===== src/rtl/mem_sched.sv =====
// Byte-serial scheduler sharing one byte-wide RAM port between instruction fetch
// and the memory stage, with MM priority bounded by a streak limit and fetch abort.
module mem_sched #(
  parameter int unsigned MAX_MM_STREAK = 4
) (
  input  logic        clk,
  input  logic        rst,
  input  logic        if_e,
  input  logic [31:0] if_a,
  input  logic        if_kill,
  output logic        if_ok,
  output logic [31:0] if_n,
  input  logic        mm_e,
  input  logic        mm_wr,
  input  logic [31:0] mm_a,
  input  logic [1:0]  mm_cu,
  input  logic [31:0] mm_n_i,
  output logic        mm_ok,
  output logic [31:0] mm_n_o,
  input  logic [7:0]  rom_rn,
  output logic [7:0]  rom_wn,
  output logic [31:0] rom_a,
  output logic        rom_wr
);

  typedef enum logic [2:0] {IDLE, IF_RD, MM_RD, MM_WR, DONE} state_t;

  localparam int unsigned SW = (MAX_MM_STREAK < 2) ? 1 : $clog2(MAX_MM_STREAK + 1);
  localparam logic [SW-1:0] STREAK_MAX = SW'(MAX_MM_STREAK);

  state_t        state, state_nx;
  logic [SW-1:0] streak, streak_nx;
  logic [2:0]    cnt, cnt_nx, len, len_nx, cnt_inc;
  logic [1:0]    sidx;
  logic [31:0]   addr, addr_nx, wdata, wdata_nx, rbuf, rbuf_nx;
  logic [7:0]    wbyte;
  logic          if_ok_nx, mm_ok_nx, rom_wr_nx;
  logic [31:0]   if_n_nx, mm_n_o_nx, rom_a_nx;
  logic [7:0]    rom_wn_nx;

  // cnt = cycles spent in the transfer state minus one; byte cnt-1 arrives now
  assign cnt_inc = cnt + 3'd1;
  assign sidx    = cnt[1:0] - 2'd1;

  always_comb begin
    unique case (cnt_inc[1:0])
      2'd0:    wbyte = wdata[7:0];
      2'd1:    wbyte = wdata[15:8];
      2'd2:    wbyte = wdata[23:16];
      default: wbyte = wdata[31:24];
    endcase
  end

  always_comb begin
    state_nx  = state;
    streak_nx = streak;
    cnt_nx    = cnt_inc;
    len_nx    = len;
    addr_nx   = addr;
    wdata_nx  = wdata;
    rbuf_nx   = rbuf;
    if_ok_nx  = 1'b0;
    mm_ok_nx  = 1'b0;
    if_n_nx   = if_n;
    mm_n_o_nx = mm_n_o;
    rom_a_nx  = '0;
    rom_wn_nx = '0;
    rom_wr_nx = 1'b0;

    unique case (state)
      IDLE: begin
        cnt_nx = '0;
        if (if_e && (!mm_e || streak == STREAK_MAX)) begin
          state_nx  = IF_RD;
          streak_nx = '0;
          addr_nx   = if_a;
          len_nx    = 3'd4;
          rbuf_nx   = '0;
          rom_a_nx  = if_a;
        end else if (mm_e) begin
          if (!if_e)
            streak_nx = '0;
          else if (streak != STREAK_MAX)
            streak_nx = streak + SW'(1);
          addr_nx  = mm_a;
          wdata_nx = mm_n_i;
          rbuf_nx  = '0;
          rom_a_nx = mm_a;
          unique case (mm_cu)
            2'd0:    len_nx = 3'd1;
            2'd1:    len_nx = 3'd2;
            default: len_nx = 3'd4;
          endcase
          if (mm_wr) begin
            state_nx  = MM_WR;
            rom_wn_nx = mm_n_i[7:0];
            rom_wr_nx = 1'b1;
          end else begin
            state_nx = MM_RD;
          end
        end
      end

      IF_RD, MM_RD: begin
        if (cnt != 3'd0)
          rbuf_nx[{sidx, 3'b000} +: 8] = rom_rn;
        if (state == IF_RD && if_kill) begin
          state_nx = IDLE;
        end else if (cnt == len) begin
          state_nx = DONE;
          if (state == IF_RD) begin
            if_ok_nx = 1'b1;
            if_n_nx  = rbuf_nx;
          end else begin
            mm_ok_nx  = 1'b1;
            mm_n_o_nx = rbuf_nx;
          end
        end else if (cnt_inc < len) begin
          rom_a_nx = addr + {29'd0, cnt_inc};
        end
      end

      MM_WR: begin
        if (cnt_inc < len) begin
          rom_a_nx  = addr + {29'd0, cnt_inc};
          rom_wn_nx = wbyte;
          rom_wr_nx = 1'b1;
        end else begin
          state_nx = DONE;
          mm_ok_nx = 1'b1;
        end
      end

      DONE:    state_nx = IDLE;
      default: state_nx = IDLE;
    endcase
  end

  always_ff @(posedge clk or negedge rst) begin
    if (!rst) begin
      state  <= IDLE;
      streak <= '0;
      cnt    <= '0;
      len    <= '0;
      addr   <= '0;
      wdata  <= '0;
      rbuf   <= '0;
      if_ok  <= 1'b0;
      mm_ok  <= 1'b0;
      if_n   <= '0;
      mm_n_o <= '0;
      rom_a  <= '0;
      rom_wn <= '0;
      rom_wr <= 1'b0;
    end else begin
      state  <= state_nx;
      streak <= streak_nx;
      cnt    <= cnt_nx;
      len    <= len_nx;
      addr   <= addr_nx;
      wdata  <= wdata_nx;
      rbuf   <= rbuf_nx;
      if_ok  <= if_ok_nx;
      mm_ok  <= mm_ok_nx;
      if_n   <= if_n_nx;
      mm_n_o <= mm_n_o_nx;
      rom_a  <= rom_a_nx;
      rom_wn <= rom_wn_nx;
      rom_wr <= rom_wr_nx;
    end
  end

endmodule


===== config.mk =====
export PLATFORM = sky130hd
export DESIGN_NAME = mem_sched
export DESIGN_NICKNAME = d
export VERILOG_FILES = /design/src/rtl/mem_sched.sv
export SDC_FILE = /design/constraint.sdc
export NUM_CORES = 1
export LEC_CHECK = 0
export ABC_AREA = 1
export CAP_MARGIN = 20
export CORE_MARGIN = 8
export CORE_UTILIZATION = 40
export CTS_CLUSTER_DIAMETER = 200
export DETAILED_ROUTE_END_ITERATION = 12
export GPL_TIMING_DRIVEN = 0
export HOLD_SLACK_MARGIN = 0.02
export PLACE_DENSITY = 0.65
export SLEW_MARGIN = 20
export SYNTH_ARGS = -nofsm -noshare
export SYNTH_HDL_FRONTEND = slang
export SYNTH_SLANG_ARGS = --single-unit

===== constraint.sdc =====
create_clock -name clk -period 4 [get_ports clk]
set_input_delay 1.2 -clock clk [delete_from_list [all_inputs] [get_ports clk]]
set_output_delay 1.2 -clock clk [all_outputs]
set_load 0.05 [all_outputs]

==> results.md, run 1 <==
* Total of max-cap violations at 0
* Comb pwr share at 0.475
* Sequential power share at 0.318
* Gp weighted congestion at 0.924
* Netlist Area Pre-Place at 0.0103 mm^2
* Total internal power at 6030 uW
* Final setup fails at 0
* Wirelength per Cell at 16.7 um
* Worst Path Arrival at 1720 ps
* WS Path Type: reg2out
* Seq/Total Area, Yosys at 0.522
* Clk pin slew, worst setup/hold paths at 60 ps
* Clk_lat worst skew at 510 ps
* Top post-synthesis cells by area: dfrtp_1 (52%), nand2_1 (17%), o21ai_0 (4.2%)
* Delay-heaviest family, CP: buffers and inverters
* Clk buf depth at 3
* Pin count of the biggest net entering global routing at 75
* P_leak at approximately 0.0064 uW
* HPWL after DPL at 23,500 um
* Area Growth Syn to Fin at 33.5%
* VDD IR-drop max at 535 uV
* Core ar. at around 0.025 mm^2
* Post-synth EDFFs at 0
* RSZ-0062 raised after global routing: false
* Endpoints failing hold at 0
* Final Critical Period at 2920 ps
* Critical path startpoint category: flip-flop
* Vias in the first global route at 9,247
* Cell area after layout at 0.0138 mm^2
* CTS buffer count at 23
* Post-cts resize count at 0
* Tot GR Track Use at 0.197
* Drt total wl at 31,000 um
* Cts hold-fix bufs at 0
* Max Slew Vio Count at 0
* Layout cells sized above 1 at 0.0809
* First-pass DRT Iterations at 8
* CP max stage delay at 880 ps
* Initial DRC count at 771
* Syn Area/Cell at just over 8 um^2
* Placed cell area at between 0.01 and 0.015 mm^2
* Worst-path fanout max at 1
* Grt ovf at 0
* Synth Instances at 1,259
* # IOs at about 220
* Die Span Y at 176 um
* Final Cycle Share at 0.730
* Synth cell types at 38
* Initial antenna violation count at 1
* CTS root buffer: clkbuf_16
* Pwr per Cell Area at 790 mW/mm^2
* #FFs+latches synth at 215
* Worst hold path type: reg2reg
* Worst slew pin tran at 612 ps
* Setup Fix Bufs, Post-CTS at 0
* Yosys warnings at 0
* # nets final at 1,632
* Drc violations at 0
* CP bufs+invs at 1
* CTS tree: done
* Num Clock Sinks at 215
* Clock Power Share at 0.207
* Clock skew at 12.2 ps
* Outcome: finished clean
* Switching share of power at 0.445
* PortBufs at 218
* First-pass GRT wire length at roughly 50,000 um
* Post-route core utilization at 0.545
* Crit path cell chain: clkdlybuf4s50_1
* Crit end category: output port
* Top cell type by total area after synthesis: dfrtp_1
* Top cells by count, synth: nand2_1 (476), dfrtp_1 (215), o21ai_0 (86), inv_1 (80), nor2_1 (66)
* Total negative slack at 0 ps
* Net Count, Synth at 1,387
* H-tree depth at 1
* Post-DRT Antenna Nets at 0
* Die area at 0.0311 mm^2
* Most frequent cell after synthesis: nand2_1
* Slowest-stage cell, CP: clkdlybuf4s50_1
* Row count at 58
* Psw at about 4800 uW
* Max-slew headroom at 0.591
* Fmax at 0.343 GHz
* Via density at around 5
* Post-synth top area share at 0.522
* Vias at 9,214
* Share of flip-flops with an asynchronous set or reset at 1.00
* Die Width at 176 um
* Effective utilization at floorplan at 0.408
* Main synth FF type: dfrtp_1
* Worst EP required at 2800 ps
-- layout by cell type (no fill, tap or decap), drive strengths merged, types with 10 or more instances in the layout --
| master | n |
|---|---|
| nand2 | 485 |
| clkdlybuf4s50 | 217 |
| dfrtp | 215 |
| o21ai | 112 |
| inv | 90 |
| nor2 | 77 |
| nand3 | 66 |
| buf | 51 |
| clkbuf | 40 |
| a21oi | 35 |
| o21a | 33 |
| nor3 | 17 |
| o22ai | 16 |
| ha | 15 |
| nand4 | 11 |
| xor2 | 10 |
-- power groups by stage --
stage / logic (uW) / registers [uW] / clock network, uW
after floorplan: 2300 / 4590 / 0
after global placement: 5120 / 3470 / 0
after detailed placement: 5200 / 3480 / 0
after CTS: 5210 / 3450 / 2300
after global routing: 5640 / 3550 / 2400
final: 5160 / 3460 / 2250
-- final timing paths --
kind | to | start | depth (start not counted) | slack (ps)
setup / recovery | rom_a[14] | rom_a[14] | 1 | 1080
hold / removal | wdata[8] | wdata[8] | 2 | 480
setup reg to reg | rom_a[8] | cnt[0] | 12 | 1360
hold reg to reg | wdata[8] | wdata[8] | 2 | 480
max in group asynchronous | rom_wn[4] | rst | 3 | 2270
min in group asynchronous | rom_a[5] | rst | 1 | 620
-- area by class of cell --
cell class	count	area, um^2
clock buffers	32	639
repair buffers	220	2240
clock inverters	10	156
well taps	330	413
inverters	89	337
diodes	1	2.50
flip-flops and latches	215	5380
multi-input cells	899	4260
fillers	2380	11500
plain buffers	56	325
-- registers in the layout (all words and copies together) (netlist names), 8 cells and up --
signal and cells:
rom_a 32, rom_wn 8, addr 32, rbuf 32
if_n 32, mm_n_o 32, wdata 32
-- kinds of logic (layout without fill, tap and decap cells) --
group           count (synthesis)  in the layout  share of synthesized area
compound gates                208            208                      0.115
xor+xnor                       12             12                     0.0102
buf+inv                       145            407                     0.0643
fa+ha+maj                      16             16                     0.0202
other cells                     0              1                          0
simple gates                  663            663                      0.268
flops                         215            215                      0.522
-- through the flow --
step,instances,hold WS (ps),total power (uW),worst slack (ps)
2_1_floorplan,1259,444,6890,1830
3_3_place_gp,1807,457,8590,-7560
3_5_place_dp,1809,466,8680,856
4_1_cts,1851,483,11000,1060
5_1_grt,1852,506,11600,1040
6_report,1852,478,10900,1080
-- layer usage --
metal  vias up  GRT usage  wire length [um]
met5         -          0                 0
met4         0     0.0518               614
met3        40     0.0344              2140
met2       276      0.318             14400
met1      4354      0.270             13900
li1       4544          -                 -
Note: power is estimated with default switching activity, not from simulation.
==> run 2, diff against run 1 <==
PLACE_DENSITY = 0.68   (was 0.65)
clock period = 2.5 ns   (was 4 ns; I/O delays follow)
==> run 2 against run 1 <==
  * First-iteration DRC count shrank 10%
  * Clock power grew 69%
  * Die area is the same
  * Register-to-register slack lost 1300 ps
  * Clock skew grew 7.2 ps
  * Setup slack lost 1100 ps
  * Critical path depth is the same
  * Largest cell class unchanged
  * Highest routed layer is now met5
==> results.md, run 2 (synthesized netlist as in run 1, its figures left out) <==
* Outcome: finished clean
* Clk buf depth at 3 (unchanged)
* Effective utilization at floorplan at 0.408 (unchanged)
* Fmax at 0.404 GHz
* Post-route core utilization at 0.551 (+0.00659)
* Final setup fails at 0 (unchanged)
* Slowest-stage cell, CP: clkdlybuf4s50_1
* CTS tree: done
* Row count at 58 (unchanged)
* Total negative slack at 0 ps (unchanged)
* Via density at 5.03 (+1.1%)
* CTS root buffer: clkbuf_16
* First-pass DRT Iterations at 5 (-3)
* # nets final at 1,637 (+0.31%)
* CP max stage delay at 820 ps (-60 ps)
* VDD IR-drop max at 731 uV (+37%)
* Critical path startpoint category: flip-flop
* CP bufs+invs at 1 (unchanged)
* Worst slack at placement at -141 ps (-997 ps)
* Worst-path fanout max at 2 (+1)
* Die Width at 176 um (unchanged)
* Commonest non-fill, non-tap cell in the layout: nand2_1
* HPWL after DPL at 23,700 um (+0.72%)
* Delay-heaviest family, CP: buffers and inverters
* Tot GR Track Use at 0.197 (+0.000236)
* Max Slew Vio Count at 0 (unchanged)
* Final std cells w/o fill at 1,858 (+0.32%)
* First-pass GRT wire length at 49,500 um (about the same)
* PortBufs at 218 (unchanged)
* WP depth at 1 (unchanged)
* Final Critical Period at 2480 ps
* Worst slew pin tran at 604 ps (-7.60 ps)
* RSZ-0062 raised after global routing: false
* CTS buffer count at 24 (+4.3%)
* Wirelength per Cell at 17.0 um (+1.6%)
* H-tree depth at 1 (unchanged)
* Drc violations at 0 (unchanged)
* P_leak at 0.00661 uW (+3.5%)
* Worst Path Arrival at 1730 ps (about the same)
* Area Growth Syn to Fin at 35.1%
* Commonest non-fill, non-tap cells in the layout: nand2_1 (474), dfrtp_1 (213), clkdlybuf4s50_1 (203)
* Die area at 0.0311 mm^2 (unchanged)
* Vias at 9,349 (+1.5%)
* Initial antenna violation count at 2 (+1)
* Gp weighted congestion at 0.931 (+0.75%)
* Clk pin slew, worst setup/hold paths at 60 ps (about the same)
* # IOs at 219 (unchanged)
* Crit path cell chain: clkdlybuf4s50_1
* Layout cells sized above 1 at 0.0950 (+0.0141)
* Initial DRC count at 691 (-10%)
* Total of max-cap violations at 0 (unchanged)
* Num Clock Sinks at 215 (unchanged)
* R2R depth at 11 (-1)
* Clk_lat worst skew at 530 ps (+20 ps)
* Crit end category: output port
* Worst EP required at 1750 ps (-1050 ps)
* Pwr per Cell Area at 1270 mW/mm^2 (+61%)
* Post-DRT Antenna Nets at 0 (unchanged)
* Grt ovf at 0 (unchanged)
* Pin count of the biggest net entering global routing at 85 (+13%)
* Final Cycle Share at 0.991
* Core ar. at 0.0253 mm^2 (unchanged)
* WS Path Type: reg2out
* Endpoints failing hold at 0 (unchanged)
* DP Cell Count at 1,809 (unchanged)
* Worst hold path type: in2async
* Die Span Y at 176 um (unchanged)
* Cts hold-fix bufs at 0 (unchanged)
* Clock skew at 19.4 ps (+7.23 ps)
* Setup WS post-layout at 22.3 ps (-1060 ps)
* Max-slew headroom at 0.596 (+0.00508)
* Vias in the first global route at 9,474 (+2.5%)
* Drt total wl at 31,600 um (+1.9%)
==> run 2: area by class of cell <==
cell class / instances / area [um^2]
fill: 2418 / 11300
sequential: 215 / 5380
multi-input combinational: 899 / 4300
timing repair buffer: 224 / 2290
clock buffer: 30 / 673
tap: 330 / 413
inverter: 89 / 337
buffer: 56 / 333
clock inverter: 14 / 190
antenna: 1 / 2.50
==> run 2: repair_timing <==
action	in CTS	in global routing
pin swaps	0	1
setup buffers	3	1
endpoints found under the setup margin	34	40
endpoints found under the hold margin	0	0
resized for setup	10	20
==> run 2: report_power, final <==
group          internal (uW)  switching, uW  total, uW
clock network           2330           1470       3800
registers               4730            800       5530
logic                   2770           5630       8400
total                   9820           7900      17700
==> run 2: routing by layer <==
| layer | share of wire | global-route usage | vias to the layer above |
|---|---|---|---|
| met2 | 0.48 | 0.330 | 294 |
| li1 | - | - | 4552 |
| met4 | 0.024 | 0.0585 | 2 |
| met5 | 0.00028 | 0 | - |
| met3 | 0.070 | 0.0365 | 54 |
| met1 | 0.43 | 0.257 | 4447 |
==> run 2: path summary, 6_finish.rpt <==
kind,endpoint,slack [ps],from
max reg2reg,rom_a[29],100,cnt[0]
max in group asynchronous,wdata[6],1190,rst
min in group clk,wdata[25],480,wdata[25]
min reg2reg,wdata[25],480,wdata[25]
min,rom_a[8],140,rst
max,if_n[9],20,if_n[9]
==> run 2: per-stage QoR <==
step	cell area [um^2]	power [uW]	hold slack, ps
6_report	13900	17700	141
4_1_cts	13900	17800	156
2_1_floorplan	10300	11000	444
5_1_grt	13900	18800	172
3_5_place_dp	13000	13900	461
3_3_place_gp	12900	13700	459
